==> config.mk <==
export PLATFORM = sky130hd
export DESIGN_NAME = hex_dump_tx
export DESIGN_NICKNAME = d
export VERILOG_FILES = /design/src/rtl/hex_dump_tx.sv
export SDC_FILE = /design/constraint.sdc
export NUM_CORES = 1
export LEC_CHECK = 0
export CORE_MARGIN = 2
export CORE_UTILIZATION = 40
export CTS_BUF_LIST = sky130_fd_sc_hd__clkbuf_2 sky130_fd_sc_hd__clkbuf_4 sky130_fd_sc_hd__clkbuf_8
export DETAILED_ROUTE_END_ITERATION = 8
export PLACE_DENSITY = 0.59
export SLEW_MARGIN = 40
export SYNTH_ARGS = -nofsm -noshare
export SYNTH_HDL_FRONTEND = slang
export SYNTH_SLANG_ARGS = --single-unit
==> constraint.sdc <==
create_clock -name clk_48mhz -period 7.3 [get_ports clk_48mhz]
set_clock_uncertainty 0.15 [all_clocks]
set_input_delay 1.095 -clock clk_48mhz [delete_from_list [all_inputs] [get_ports clk_48mhz]]
set_output_delay 1.095 -clock clk_48mhz [all_outputs]
set_load 0.01 [all_outputs]
==> src/rtl/hex_dump_tx.sv <==
// Buffers CPU-written bytes in a FIFO and streams them to the UART as uppercase hex text lines.
// Define HEX_DUMP_FLUSH_EN to close a partial line after FLUSH_CYCLES idle cycles.
module hex_dump_tx #(
  parameter int DEPTH_LOG2     = 4,
  parameter int BYTES_PER_LINE = 16,
  parameter int FLUSH_CYCLES   = 480000
) (
  input  logic       clk_48mhz,
  input  logic       internal_rst,
  input  logic [7:0] wr_data,
  input  logic       wr_stb,
  output logic       full,
  output logic       overflow,
  output logic [7:0] txin,
  output logic       txrdy,
  input  logic       txactive,
  output logic       idle
);

  localparam int DEPTH = 1 << DEPTH_LOG2;
  localparam logic [DEPTH_LOG2:0] FULL_COUNT = (DEPTH_LOG2 + 1)'(DEPTH);
  localparam logic [7:0] LINE_LEN = 8'(BYTES_PER_LINE);

  if (BYTES_PER_LINE < 1 || BYTES_PER_LINE > 255 || FLUSH_CYCLES < 1) begin : g_param_check
    $error("hex_dump_tx: parameter out of range");
  end

  typedef enum logic [2:0] {IDLE, HI, LO, SEP, CR, LF, GUARD} state_t;

  state_t                state, state_nx, ret, ret_nx, send_ret;
  logic [7:0]            mem [DEPTH];
  logic [DEPTH_LOG2-1:0] wr_ptr, rd_ptr;
  logic [DEPTH_LOG2:0]   count, count_nx;
  logic [7:0]            cur, cur_nx, col, col_nx, txin_nx, send_char;
  logic                  txrdy_nx, push, pop, send, flush_hit;

  function automatic logic [7:0] hex_char(input logic [3:0] n);
    return (n < 4'd10) ? (8'h30 + {4'h0, n}) : (8'h37 + {4'h0, n});
  endfunction

`ifdef HEX_DUMP_FLUSH_EN
  localparam int FW = $clog2(FLUSH_CYCLES + 1);
  logic [FW-1:0] flush_cnt;
  logic          line_open;

  assign line_open = (state == IDLE) && (count == '0) && (col != '0);
  assign flush_hit = line_open && !push && (flush_cnt == FW'(FLUSH_CYCLES));

  always_ff @(posedge clk_48mhz) begin
    if (internal_rst || push || !line_open || flush_hit) flush_cnt <= '0;
    else                                                 flush_cnt <= flush_cnt + FW'(1);
  end
`else
  assign flush_hit = 1'b0;
`endif

  always_comb begin
    push      = wr_stb && !full;
    pop       = 1'b0;
    state_nx  = state;
    ret_nx    = ret;
    cur_nx    = cur;
    col_nx    = col;
    txin_nx   = txin;
    txrdy_nx  = 1'b0;
    send      = 1'b0;
    send_char = 8'h20;
    send_ret  = IDLE;

    case (state)
      IDLE: begin
        if (count != '0) begin
          pop      = 1'b1;
          cur_nx   = mem[rd_ptr];
          state_nx = HI;
        end else if (flush_hit) begin
          state_nx = CR;
        end
      end
      HI:  begin send = 1'b1; send_char = hex_char(cur[7:4]); send_ret = LO; end
      LO:  begin
        send      = 1'b1;
        send_char = hex_char(cur[3:0]);
        send_ret  = ((col + 8'd1) == LINE_LEN) ? CR : SEP;
      end
      SEP: begin send = 1'b1; send_char = 8'h20; send_ret = IDLE; end
      CR:  begin send = 1'b1; send_char = 8'h0D; send_ret = LF;   end
      LF:  begin send = 1'b1; send_char = 8'h0A; send_ret = IDLE; end
      GUARD:   state_nx = ret;
      default: state_nx = IDLE;
    endcase

    // Every character goes out through GUARD, which returns to the state queued in ret.
    if (send && !txactive) begin
      txin_nx  = send_char;
      txrdy_nx = 1'b1;
      ret_nx   = send_ret;
      state_nx = GUARD;
      if (state == LO) col_nx = col + 8'd1;
      if (state == LF) col_nx = '0;
    end

    case ({push, pop})
      2'b10:   count_nx = count + (DEPTH_LOG2 + 1)'(1);
      2'b01:   count_nx = count - (DEPTH_LOG2 + 1)'(1);
      default: count_nx = count;
    endcase
  end

  always_ff @(posedge clk_48mhz) begin
    if (push) mem[wr_ptr] <= wr_data;
  end

  always_ff @(posedge clk_48mhz) begin
    if (internal_rst) begin
      state    <= IDLE;
      ret      <= IDLE;
      wr_ptr   <= '0;
      rd_ptr   <= '0;
      count    <= '0;
      full     <= 1'b0;
      overflow <= 1'b0;
      cur      <= '0;
      col      <= '0;
      txin     <= '0;
      txrdy    <= 1'b0;
      idle     <= 1'b1;
    end else begin
      state    <= state_nx;
      ret      <= ret_nx;
      count    <= count_nx;
      full     <= (count_nx == FULL_COUNT);
      cur      <= cur_nx;
      col      <= col_nx;
      txin     <= txin_nx;
      txrdy    <= txrdy_nx;
      idle     <= (count_nx == '0) && (state_nx == IDLE);
      if (push)             wr_ptr   <= wr_ptr + DEPTH_LOG2'(1);
      if (pop)              rd_ptr   <= rd_ptr + DEPTH_LOG2'(1);
      if (wr_stb && full)   overflow <= 1'b1;
    end
  end

endmodule

==> reports/results.ini <==
[outcome]
status = completed

[clock_network]
clock_sinks = 174
clk_latency_ns = 0.46
postCtsSetupBuffers = 0
cts_root_buffer = clkbuf_8
cts_resized = 0
cts_made_buffers = 17
clkTransAtPathRegs_ns = 0.09
hold_buffers = 0
clock_path_buffers = 2
htreeDepth = 4
cts_tree = built

[final_layout]
antennaDiodeCount = 0
instances_no_fill = 775
fill_cells = 1590
final_cell_area_sq_um = 8192
multi_input_area_sq_um = 2434
fin_nets = 555
drive_gt1_share_pct = 18.32
regArea_sq_um = 4766
syn_to_final_growth_pct = 11.32

[timing]
rsz0062_at_grt = no
slew_viol_final = 0
setup_viol = 0
max_freq_mhz = 254.7
fin_ws_ns = 3.374
period_needed_ns = 3.926
fin_tns_setup_ns = 0
fin_crit_sh_pct = 53.79
max-slew-margin-rel_pct = 45.59
tightest_slew_ns = 0.8132
hold_viol = 0

[worst_setup_path]
cp.required_ns = 7.50
r2r_cells = 10
end_kind = flop
r2r_slack_ns = 3.81
arrival_ns = 4.12
path_max_fanout = 10
path_class = input port to flop
critPathLaunchType = input port
r2r-end = idle$_SDFF_PP1_
r2r-start = count[0]$_SDFF_PP0_

[run]
cap_violations = 0

[global_route]
overflow = 0
grt_usage_pct = 15.49
grt_max_degree = 47
grt_pass1_vias = 4306
antenna_found_initial = 0
grt_pass1_wl_mm = 23.25

[routing]
routedWlPerCell_um = 18.51
route.detailed.drc = 0
dr.pass1.iters = 5
initialDrtViolationCount = 263
vias = 4224
ant_nets = 0
vias_per_cell = 5.450
routed_wirelength_mm = 14.35

[logic_synthesis]
synthCells = 515
synth.top_cell.area_share_pct = 52.24
ys_warn_count = 0
synth_flop_cell = edfxtp_1
synth_enable_flop_cells = 128
synth_cell_types = 57
netlist_area_sq_um = 7358
seq_area_frac_synth_pct = 64.75
postSynthAreaPerCell_sq_um = 14.29
synthTopCellsByArea = edfxtp_1, dfxtp_1, mux4_2
yosysTopAreaCell = edfxtp_1
synthArstFlopShare_pct = 0
syn_nets = 537
ys_seq_elements = 174

[pwr]
p_per_area_nw_per_um2 = 321.6
total_power_mw = 2.634
power.leakage_nw = 2.595
ir_worst_vdd_uv = 186.0

[min_path]
hold_path_class = flop to flop
worstHoldPathCells = 2
hold_start = cur[4]$_SDFFE_PP0P_
min_to = cur[4]$_SDFFE_PP0P_

[die]
dieArea_sq_um = 19500
die_y_um = 139.6
core-area_sq_um = 18020
num_rows = 49
die_x_um = 139.6
start_util_pct = 40.82
ios = 24

[place]
dp_cells = 743
pre_cts_ws_ns = 2.921
placed_cell_area_sq_um = 7802
gp_routability_congestion = 0.7730
hpwl_mm = 9.488
port_buffers = 22

[flip-flops by register name (all words and copies together) (netlist names)]
name	cells
rd_ptr	4
cur	8
overflow	1
wr_ptr	4
full	1
txin	7
ret	3
count	5
mem	128
state	3
txrdy	1
idle	1
col	8
[power by group]
part / internal, mW / leakage, nW / total [mW] / switching [mW]
sequential: 1.14 / 1.53 / 1.23 / 0.0887
combinational: 0.348 / 0.867 / 0.757 / 0.409
clock: 0.286 / 0.196 / 0.648 / 0.362
total: 1.77 / 2.60 / 2.63 / 0.860
[final cells by class]
class / instances / area share (%)
well taps: 229 / 3.498
multi-input cells: 296 / 29.71
clock buffers: 19 / 3.040
flip-flops and latches: 174 / 58.18
repair buffers: 29 / 3.330
clock inverters: 13 / 1.558
inverters: 15 / 0.6873
[Yosys cell counts, drive strengths merged (2+ instances only)]
master  number
o22ai        2
a21oi       31
inv         15
and3         5
dfxtp       46
nor3        11
o21ai       17
nand3        8
nor3b        6
ha          10
or4          2
mux2i        3
a311oi       6
a21boi       2
a211oi       3
clkbuf      18
edfxtp     128
xor2         7
nand3b       2
nand2b       4
a22o         2
o211ai       2
mux4        40
nand2       41
nor2b        7
a21o         2
a31oi        3
nand4        3
a22oi        7
xnor2        7
nor2        50
buf         12
[per-stage QoR]
stage	hold slack [ns]	util, %
2_1_floorplan	0.2863	-
3_3_place_gp	0.2940	43.20
3_5_place_dp	0.2993	43.29
4_1_cts	0.3122	45.38
5_1_grt	0.3239	45.45
6_report	0.3085	45.45
[how the worst max path moves through the flow]
| stage | startpoint | to | slack (ns) |
|---|---|---|---|
| 3_3_place_gp | wr_stb | idle$_SDFF_PP1_ | 3.10 |
| 3_5_place_dp | wr_stb | idle$_SDFF_PP1_ | 2.92 |
| 6_report | wr_stb | idle$_SDFF_PP1_ | 3.37 |
| 2_1_floorplan | wr_stb | idle$_SDFF_PP1_ | 4.01 |
| 4_1_cts | wr_stb | idle$_SDFF_PP1_ | 3.40 |
| 5_1_grt | wr_stb | idle$_SDFF_PP1_ | 3.10 |
[placed cells by master (no fill, tap or decap), types with 7 or more instances in the layout]
master / instances
edfxtp_1: 128
dfxtp_1: 45
nand2_1: 41
mux4_2: 40
nor2_1: 39
a21oi_1: 31
clkdlybuf4s50_1: 22
clkbuf_8: 17
o21ai_0: 15
inv_1: 13
nor2_2: 11
nor3_1: 10
ha_1: 10
nand3_1: 8
nor2b_1: 7
xnor2_1: 7
xor2_1: 7
a22oi_1: 7
buf_4: 7
[critical path, stage by stage]
cell and delay, ns:
clkdlybuf4s50_1 0.47, nor2b_1 0.54, inv_1 0.30, o211ai_4 0.20, xnor2_1 0.11, ha_1 0.22
a21o_1 0.20, nor4b_1 0.33, a21oi_1 0.08, a31oi_1 0.21, xnor2_1 0.12, a41o_1 0.25
[per-layer routing]
metal  global-route usage, %  routed length, um  vias to the layer above
li1                        -                  -                     1993
met1                   19.92               6336                     2126
met2                   26.52               7339                       95
met3                   3.716                539                       10
met4                   4.105                133                        0
met5                       0                  0                        -
[cells by family after synthesis]
family / Yosys count / share of synthesized area [%]
flip-flops: 174 / 64.75
AND/OR/NAND/NOR: 145 / 9.352
AO/OA/AOI/OAI: 82 / 7.125
buffers and inverters: 45 / 2.551
multiplexers: 44 / 12.80
XOR/XNOR: 14 / 1.666
adder cells (fa/ha/maj): 10 / 1.700
other: 1 / 0.05096
(Power assumes the default switching activity.)
